--- src/rtl/edgcol_walker.sv ---
// Walks the straight edge A->B through the occupancy grid in 2^STEP_LOG2 equal segments.
// Optional build macro EDGCOL_EARLY_EXIT_EN ends the walk at the first occupied cell.
module edgcol_walker #(
  parameter int unsigned REG_WIDTH   = 32,
  parameter int unsigned COORD_WIDTH = 8,
  parameter int unsigned STEP_LOG2   = 4
) (
  input  logic                   clk,
  input  logic                   rst,
  input  logic                   start,
  input  logic [REG_WIDTH-1:0]   rdData0,
  input  logic [REG_WIDTH-1:0]   rdData1,
  input  logic [REG_WIDTH-1:0]   rdData2,
  input  logic [REG_WIDTH-1:0]   rdData3,
  input  logic [REG_WIDTH-1:0]   rdData4,
  input  logic [REG_WIDTH-1:0]   rdData5,
  output logic                   busy,
  output logic [COORD_WIDTH-1:0] cellX,
  output logic [COORD_WIDTH-1:0] cellY,
  output logic [COORD_WIDTH-1:0] cellZ,
  output logic                   cellValid,
  input  logic                   cellReady,
  input  logic                   occHit,
  output logic                   done,
  output logic                   collision,
  output logic [STEP_LOG2:0]     hitIndex
);

  localparam int unsigned DW = COORD_WIDTH + 1;
  localparam int unsigned AW = COORD_WIDTH + STEP_LOG2 + 1;
  localparam int unsigned IW = STEP_LOG2 + 1;
  localparam logic [IW-1:0] LastIdx = IW'(1) << STEP_LOG2;

  typedef enum logic [1:0] {StIdle, StLoad, StStep, StDone} state_e;

  state_e state_q, state_d;

  logic [COORD_WIDTH-1:0] pt_a [3];
  logic [COORD_WIDTH-1:0] pt_b [3];
  logic signed [AW-1:0]   acc_q [3];
  logic signed [DW-1:0]   dlt_q [3];
  logic [IW-1:0]          idx_q;
  logic                   xfer;
  logic                   early_exit;
  logic                   last_xfer;
  logic                   unused_rd;

  assign pt_a[0] = rdData0[COORD_WIDTH-1:0];
  assign pt_a[1] = rdData1[COORD_WIDTH-1:0];
  assign pt_a[2] = rdData2[COORD_WIDTH-1:0];
  assign pt_b[0] = rdData3[COORD_WIDTH-1:0];
  assign pt_b[1] = rdData4[COORD_WIDTH-1:0];
  assign pt_b[2] = rdData5[COORD_WIDTH-1:0];

  assign unused_rd = ^{rdData0[REG_WIDTH-1:COORD_WIDTH], rdData1[REG_WIDTH-1:COORD_WIDTH],
                       rdData2[REG_WIDTH-1:COORD_WIDTH], rdData3[REG_WIDTH-1:COORD_WIDTH],
                       rdData4[REG_WIDTH-1:COORD_WIDTH], rdData5[REG_WIDTH-1:COORD_WIDTH]};

  assign xfer = (state_q == StStep) && cellReady;

`ifdef EDGCOL_EARLY_EXIT_EN
  assign early_exit = occHit;
`else
  assign early_exit = 1'b0;
`endif

  assign last_xfer = xfer && ((idx_q == LastIdx) || early_exit);

  always_comb begin
    state_d = state_q;
    unique case (state_q)
      StIdle:  if (start) state_d = StLoad;
      StLoad:  state_d = StStep;
      StStep:  if (last_xfer) state_d = StDone;
      StDone:  state_d = StIdle;
      default: state_d = StIdle;
    endcase
  end

  always_ff @(posedge clk or posedge rst) begin
    if (rst) begin
      state_q   <= StIdle;
      idx_q     <= '0;
      collision <= 1'b0;
      hitIndex  <= '0;
      for (int k = 0; k < 3; k++) begin
        acc_q[k] <= '0;
        dlt_q[k] <= '0;
      end
    end else begin
      state_q <= state_d;
      if (state_q == StLoad) begin
        idx_q     <= '0;
        collision <= 1'b0;
        hitIndex  <= '0;
        for (int k = 0; k < 3; k++) begin
          acc_q[k] <= $signed({1'b0, pt_a[k], {STEP_LOG2{1'b0}}});
          dlt_q[k] <= $signed({1'b0, pt_b[k]}) - $signed({1'b0, pt_a[k]});
        end
      end else if (xfer) begin
        idx_q <= idx_q + IW'(1);
        // Sign-extended delta keeps the accumulator exact; point N lands on B << STEP_LOG2.
        for (int k = 0; k < 3; k++) begin
          acc_q[k] <= acc_q[k] + {{STEP_LOG2{dlt_q[k][DW-1]}}, dlt_q[k]};
        end
        if (occHit && !collision) begin
          collision <= 1'b1;
          hitIndex  <= idx_q;
        end
      end
    end
  end

  assign cellX     = acc_q[0][STEP_LOG2 +: COORD_WIDTH];
  assign cellY     = acc_q[1][STEP_LOG2 +: COORD_WIDTH];
  assign cellZ     = acc_q[2][STEP_LOG2 +: COORD_WIDTH];
  assign busy      = (state_q != StIdle);
  assign cellValid = (state_q == StStep);
  assign done      = (state_q == StDone);

endmodule

--- config.mk ---
export PLATFORM = sky130hd
export DESIGN_NAME = edgcol_walker
export DESIGN_NICKNAME = d
export VERILOG_FILES = /design/src/rtl/edgcol_walker.sv
export SDC_FILE = /design/constraint.sdc
export NUM_CORES = 1
export LEC_CHECK = 0
export BUFFER_PORTS_ARGS = -buffer_cell sky130_fd_sc_hd__buf_2
export CORE_AREA = 5 5 136 138
export DETAILED_ROUTE_END_ITERATION = 16
export DIE_AREA = 0 0 141 143
export GPL_ROUTABILITY_DRIVEN = 0
export HOLD_SLACK_MARGIN = 0.05
export MAX_ROUTING_LAYER = met4
export SLEW_MARGIN = 0
export SYNTH_ARGS = -nofsm -noshare
export SYNTH_HDL_FRONTEND = slang
export SYNTH_SLANG_ARGS = --single-unit
--- constraint.sdc ---
create_clock -name clk -period 2.67 [get_ports clk]
set_input_delay 0.1335 -clock clk [delete_from_list [all_inputs] [get_ports clk]]
set_output_delay 0.1335 -clock clk [all_outputs]
set_load 0.02 [all_outputs]
==> results.cfg, run 1 <==
[run_status]
status = finished, final reports clean

[floorplan]
dieHeight_um = 143
core_mm2 = 0.0171
io_pins = 230
die_x_um = 141
dieArea_mm2 = 0.0202
row_count = 48
initial_utilization_pct = 34.6

[sta]
period_needed_ns = 2.32
max_freq_mhz = 430
rsz0062_at_grt = false
tightestPinTransition_ns = 0.542
drv_slew = 0
final.setup.tns_ns = 0
slew_headroom_pct = 63.8
fin_crit_sh_pct = 87.0
fin_skew_ns = 0.00341
final_hold_viol_count = 0
setup_violations = 0

[yosys]
synth_flop_cell = dfrtp_1
yosysMostFrequentCell = dfrtp_1
yosys-top-cells-area = dfrtp_1, ha_1, a21oi_1
synth_top_area_cell = dfrtp_1
synth_warnings = 0
syn_nets = 920
synthArstFlopShare_pct = 100
netlist_top_cells_count = dfrtp_1, ha_1, inv_1
synth-edff-count = 0
ys_ff_latch = 76
synth-seq-area-share_pct = 32.2
synth_top_area_share_pct = 32.2
syn_area_mm2 = 0.00590
synthDistinctLibCells = 57
synth.avg_cell_area_um2 = 9.04
netlist_instances = 653

[clock_tree]
clk_path_buf_depth = 2
path_clk_slew_ns = 0.06
root_buffer = clkbuf_16
cts_resized = 0
cts_sinks = 76
cts_hold_buffers = 18
htree_levels = 3
post_cts_buffers = 0
cts_tree = built
clk_latency_ns = 0.34
cts_buffers = 9

[cells_and_area]
fin_cells = 959
layout-drive-gt1-share_pct = 20.2
diodes = 0
utilization_pct = 40.4
num-nets-final = 996
syn2layout_area_growth_pct = 16.7

[pwr]
p_leak_nw = 3.31
internal_power_mw = 4.69
pwr-share-comb_pct = 58.7
netSwitchingPower_mw = 3.59
max-vdd-ir-drop_mv = 0.440
total_power_mw = 8.28
p_per_area_mw_per_mm2 = 1200
p_sw_share_pct = 43.3
p_clk_share_pct = 16.2
p_seq_share_pct = 25.2

[routing]
drt_first_pass_iters = 4
ant_nets = 0
wirelength_um = 13300
num_vias = 4614
wl_per_cell_um = 13.8
via_per_inst = 4.81
post-route-drc-count = 0
drt_iter0_drc = 140

[placement]
hpwl_um = 9920
placed_cells = 925
portBuffers = 85

[critical_path]
cp-start-kind = flip-flop
r2r_start = acc_q[0]
setup.worst_path.start = acc_q[0]
crit_required_ns = 2.95
crit_type = flip-flop to flip-flop
crit_path_end_kind = flip-flop
max_stage_delay_ns = 0.42
cpMaxStageDelayCell = a2111o_1
crit_chain = ha_1, inv_1, fa_1, and2b_1, o21a_1, o21ai_2, a21oi_1, o21ai_1, a2111o_1, nand3_1
critPathMaxFanout = 3
crit_arrival_ns = 2.60

[grt]
grt_first_pass_wirelength_um = 22300
grt_antenna_before_repair = 0
grtUsageTotal_pct = 14.1
grt_max_degree = 53
grt_pass1_vias = 4512
grt-ovfl-total = 0

[hold_path]
min-delay-start = rdData0[5]
worst_hold_path_type = input pin to flip-flop

[run]
maxCapViolations = 0
-- critical path: cells and delay by family (launching register included) --
kind	cells	cell delay, ns
buf+inv	1	0.07
simple gates	2	0.30
fa+ha+maj	2	0.58
flops	1	0.35
compound gates	5	0.94
-- final cells by class --
type                            instances  area [um2]
Tap cell                              225         282
Clock buffer                           11         243
Inverter                               64         241
Clock inverter                          5        75.1
Sequential cell                        76        1900
Multi-Input combinational cell        466        3450
Timing Repair Buffer                  112         698
Fill cell                            1759       10200
-- final timing paths --
kind | endpoint | slack (ns) | cells after the start
worst max register to register | cellZ[6] | 0.35 | 10
worst min register to register | dlt_q[20] | 0.51 | 1
worst max-delay path | cellZ[6] | 0.35 | 10
worst min-delay path | cellX[5] | 0.05 | 3
max in group asynchronous | dlt_q[13] | 1.57 | 4
min in group asynchronous | dlt_q[1] | 0.37 | 3
-- routing by layer --
metal	routed length (um)	track usage, %	vias to the layer above	part of all wire, %
met2	6010	22.0	65	45
met1	6680	18.8	2138	50
met5	0	-	-	0
li1	-	-	2396	-
met3	366	2.18	15	2.8
met4	205	4.74	0	1.5
-- power groups by stage --
stage	logic [mW]	registers (mW)	clock network [mW]
after floorplan	4.19	1.97	0
after global placement	4.81	2.10	0
after detailed placement	4.86	2.11	0
after CTS	4.92	2.09	1.38
after global routing	5.51	2.16	1.41
final	4.85	2.08	1.34
-- per-stage QoR --
stage	hold WS [ns]	cell area (um2)	worst slack, ns
final	0.0522	6890	0.347
after global routing	0.0641	6890	0.191
after CTS	0.0506	6890	0.346
after detailed placement	0.193	6390	0.365
after global placement	0.193	6390	0.399
after floorplan	0.254	5900	0.591
-- logic make-up after synthesis --
| logic type | Yosys count | synth area share, % |
|---|---|---|
| compound gates | 160 | 17.5 |
| buf+inv | 111 | 9.60 |
| fa+ha+maj | 70 | 15.6 |
| simple gates | 179 | 15.7 |
| mux | 27 | 4.90 |
| xor+xnor | 30 | 4.45 |
| flops | 76 | 32.2 |
-- placed cells by master (no fill, tap or decap), types with 7 or more instances in the layout --
cell type	netlist	final
buf_2	2	85
dfrtp_1	76	76
inv_1	64	63
ha_1	64	63
nor2_1	56	56
a21oi_1	52	52
nand2_1	35	35
o21ai_0	32	32
nor3b_1	22	22
xnor2_1	20	20
dlygate4sd3_1	0	18
nor2b_1	15	15
mux2_2	15	15
a21o_1	13	13
a211oi_1	13	13
nor3_1	13	13
mux2i_1	12	12
o21ai_1	10	10
xor2_1	10	10
clkbuf_16	0	9
nand3_1	7	7
buf_4	24	7
-- registers in the layout (all words and copies together), names as in the netlist --
register and count:
acc_q 12, cellX 8, cellY 8, cellZ 8
collision 1, dlt_q 27, hitIndex 5, idx_q 5
state_q 2
(Power assumes the default switching activity.)
==> inputs of run 2 (changes only) <==
clock period = 2.6 ns   (was 2.67 ns; I/O delays follow)
==> run 2 against run 1 <==
Global-route usage shrank 0.061 points. Clock-buffer cell count shrank 2. Critical path type unchanged. Setup slack lost 0.045 ns. Highest routed layer unchanged. Sequential power grew 3%.
==> results.cfg, run 2 (synthesis gave the netlist of run 1 again) <==
[run_status]
status = finished, final reports clean

[clock_tree]
path_clk_slew_ns = 0.06
clk_latency_ns = 0.35
post_cts_buffers = 0
cts_sinks = 76
htree_levels = 3
cts_hold_buffers = 19
root_buffer = clkbuf_16
cts_resized = 0
cts_tree = built
clk_path_buf_depth = 2
cts_buffers = 9

[critical_path]
crit_arrival_ns = 2.58
cp-start-kind = flip-flop
crit_chain = ha_1, inv_1, fa_1, and2b_1, o21a_1, o21ai_2, a21oi_1, o21ai_1, a2111o_1, nand3_1
reg2reg_slack_ns = 0.30
crit_path_end_kind = flip-flop
max_stage_delay_ns = 0.42
crit_type = flip-flop to flip-flop
crit_required_ns = 2.88
cpMaxStageDelayCell = a2111o_1
critPathMaxFanout = 3

[cells_and_area]
most-common-layout-cells = buf_2, dfrtp_1, inv_1, ha_1, nor2_1
largest_register_ffs = 27
layout-drive-gt1-share_pct = 20.1
largestRegisters = dlt_q (27), acc_q (12)
regMostFlops = dlt_q
layout_commonest_cell = buf_2
fin_cells = 958
diodes = 0
num-nets-final = 995
syn2layout_area_growth_pct = 17.0

[grt]
grt_pass1_vias = 4528
grt_max_degree = 56
grt-ovfl-total = 0
grt_first_pass_wirelength_um = 22300
grtUsageTotal_pct = 14.0
grt_antenna_before_repair = 0

[sta]
final.setup.tns_ns = 0
setup_violations = 0
period_needed_ns = 2.30
drv_slew = 0
slew_headroom_pct = 61.5
fin_crit_sh_pct = 88.4
max_freq_mhz = 435
fin_skew_ns = 0.00657
tightestPinTransition_ns = 0.576
rsz0062_at_grt = false
final_hold_viol_count = 0

[routing]
via_per_inst = 4.84
ant_nets = 0
wl_per_cell_um = 13.8
wirelength_um = 13200
post-route-drc-count = 0
drt_first_pass_iters = 4
num_vias = 4637
drt_iter0_drc = 263

[floorplan]
core_mm2 = 0.0171
io_pins = 230
initial_utilization_pct = 34.6
dieArea_mm2 = 0.0202
dieHeight_um = 143
die_x_um = 141
row_count = 48

[hold_path]
worst_hold_path_type = input pin to flip-flop

[placement]
portBuffers = 85
placed_cells = 923
hpwl_um = 10000

[pwr]
p_leak_nw = 3.31
max-vdd-ir-drop_mv = 0.443
p_per_area_mw_per_mm2 = 1240

[run]
maxCapViolations = 0
## run 2: worst paths after layout
check                      startpoint        to  cells after the start
hold / removal             rdData1[6]  cellY[6]                      3
setup / recovery             dlt_q[9]  cellY[6]                     10
hold reg to reg              dlt_q[4]  dlt_q[4]                      1
max in group asynchronous         rst  cellZ[6]                      4
setup reg to reg             dlt_q[9]  cellY[6]                     10
min in group asynchronous         rst  dlt_q[1]                      3
## run 2: layout make-up
cell class              instances  area (um2)
repair buffers                111         706
well taps                     225         282
inverters                      64         241
multi-input cells             466        3450
clock buffers                   9         225
flip-flops and latches         76        1900
fillers                      1722       10200
clock inverters                 7         100
## run 2: critical path: cells and delay by family (launching register included)
family,cells,cell delay [ns]
compound gates,5,0.93
fa+ha+maj,2,0.58
buf+inv,1,0.07
flops,1,0.35
simple gates,2,0.31
## run 2: metrics by stage
step / hold slack (ns) / util [%] / cell area [um2] / total power [mW] / setup slack, ns
finish: 0.0649 / 40.5 / 6910 / 8.53 / 0.301
detailed placement: 0.211 / 37.5 / 6390 / 7.17 / 0.313
floorplan: 0.251 / - / 5900 / 6.33 / 0.521
global placement: 0.210 / 37.5 / 6390 / 7.09 / 0.342
CTS: 0.0550 / 40.5 / 6910 / 8.63 / 0.290
global route: 0.0921 / 40.5 / 6910 / 9.34 / 0.0987
## run 2: power by group
| part | switching, mW | internal (mW) | leakage (nW) |
|---|---|---|---|
| combinational | 2.76 | 2.24 | 2.21 |
| clock | 0.537 | 0.847 | 0.160 |
| sequential | 0.433 | 1.71 | 0.937 |
| total | 3.73 | 4.80 | 3.31 |
## run 2: routing by layer
layer	wire length, um	vias to the layer above	track usage, %	share of wire (%)
li1	-	2399	-	-
met5	0	-	-	0
met4	201	0	5.05	1.5
met1	6570	2151	18.7	50
met3	455	12	2.24	3.4
met2	5960	75	21.7	45
==> inputs of run 3 (changes only) <==
RECOVER_POWER = 25   (was not set)
==> run 3 against run 2 <==
Fmax unchanged. Sequential power about the same. Critical path type unchanged. Clock power about the same. First-iteration DRC count increased by 0.38%. Sequential share of layout area increased by 0.080 points. Setup slack about the same. Clock skew about the same. Critical path depth unchanged. Register-to-register slack about the same. Via count decreased by 0.45%. The flow now finishes with violations (capacitance limit).
==> results.cfg, run 3 (synthesis gave the netlist of run 1 again) <==
[placement]
placed_cells = 923
placed_cell_area_mm2 = 0.00639
place_ws_ns = 0.313
hpwl_um = 10000
portBuffers = 85

[clock_tree]
path_clk_slew_ns = 0.06
post_cts_buffers = 0
clk_latency_ns = 0.35
cts_buffers = 9
cts_resized = 0
cts_hold_buffers = 19
clk_path_buf_depth = 2
cts_tree = built
root_buffer = clkbuf_16
cts_sinks = 76
htree_levels = 3

[critical_path]
crit_required_ns = 2.88
max_stage_delay_ns = 0.42
rr_endpoint = cellY[6]
crit_chain = ha_1, inv_1, fa_1, and2b_1, o21a_1, o21ai_2, a21oi_1, o21ai_1, a2111o_1, nand3_1
r2r_start = dlt_q[9]
ff2ff_path_depth = 10
cp-start-kind = flip-flop
crit_type = flip-flop to flip-flop
cp.buffers_inverters = 1
cpMaxStageDelayCell = a2111o_1
crit_path_end_kind = flip-flop
reg2reg_slack_ns = 0.30
critPathMaxFanout = 3
crit_arrival_ns = 2.58
crit_family = compound AO/OA/AOI/OAI gates

[sta]
rsz0062_at_grt = false
final.setup.tns_ns = 0
tightestPinTransition_ns = 1.46
drv_slew = 0
slew_headroom_pct = 2.11
fin_skew_ns = 0.00659
setup_violations = 0
final_hold_viol_count = 0
period_needed_ns = 2.30
max_freq_mhz = 435
fin_crit_sh_pct = 88.4
setup_ws_ns = 0.301
fin_hold_ws_ns = 0.0653

[routing]
post-route-drc-count = 0
ant_nets = 0
num_vias = 4616
wirelength_um = 13200
via_per_inst = 4.82
drt_first_pass_iters = 4
wl_per_cell_um = 13.8
drt_iter0_drc = 264

[cells_and_area]
num-nets-final = 995
layout-drive-gt1-share_pct = 17.9
finalInstanceArea_mm2 = 0.00689
syn2layout_area_growth_pct = 16.6
fillers = 1733
largestRegisters = dlt_q (27), acc_q (12)
utilization_pct = 40.4
largest_register_ffs = 27
regMostFlops = dlt_q
layout_commonest_cell = dfrtp_1
diodes = 0
fin_cells = 958
most-common-layout-cells = dfrtp_1, buf_2, inv_1, ha_1, nor2_1

[grt]
grtUsageTotal_pct = 14.0
grt_antenna_before_repair = 0
grt_pass1_vias = 4528
grt_first_pass_wirelength_um = 22300
grt-ovfl-total = 0
grt_max_degree = 56

[floorplan]
row_count = 48
io_pins = 230
dieHeight_um = 143
dieArea_mm2 = 0.0202
core_mm2 = 0.0171
die_x_um = 141
initial_utilization_pct = 34.6

[pwr]
p_leak_nw = 3.25
p_per_area_mw_per_mm2 = 1240
total_power_mw = 8.52
max-vdd-ir-drop_mv = 0.443

[run]
maxCapViolations = 1

[hold_path]
min-delay-start = rdData1[6]
hold-path-endpoint = cellY[6]
worst_hold_path_type = input pin to flip-flop
hold_depth = 3

[run_status]
violations = capacitance limit
status = complete, but fails checks
==> run 3: changes by cell type in the layout (fill, tap and decap cells not counted) <==
cell        before  now
clkinvlp_2       0    1
buf_2           85   69
clkbuf_1         0   16
clkinv_2         2    1
==> run 3: where the power goes <==
group	internal, mW	leakage, nW	switching (mW)
sequential	1.71	0.937	0.437
combinational	2.22	2.15	2.76
clock	0.847	0.160	0.537
==> run 3: worst max-delay path by stage <==
stage                    from  cells after the start  slack (ns)       end
floorplan           acc_q[13]                     10        0.52  cellY[6]
global placement     dlt_q[0]                     10        0.34  cellZ[6]
detailed placement   dlt_q[9]                     10        0.31  cellY[6]
CTS                  dlt_q[9]                     10        0.29  cellY[6]
global route         dlt_q[9]                     10         0.1  cellY[6]
finish               dlt_q[9]                     10        0.30  cellY[6]
==> run 3: metal layers <==
metal	routed length, um	GRT usage (%)	share of wire, %
met5	0	-	0
met4	201	5.05	1.5
met3	408	2.24	3.1
met2	5970	21.7	45
met1	6620	18.7	50
==> run 3: final cells by class <==
class	count	area, um2	area share, %
Multi-Input combinational cell	466	3450	50.1
Sequential cell	76	1900	27.6
Timing Repair Buffer	111	686	9.96
Tap cell	225	282	4.09
Inverter	64	241	3.51
Clock buffer	9	225	3.27
Clock inverter	7	100	1.45
==> run 3: tightest hold or removal path, delay by kind of cell <==
family	cells	cell delay, ns
simple gates	1	0.08
compound gates	1	0.06
buf+inv	1	0.10
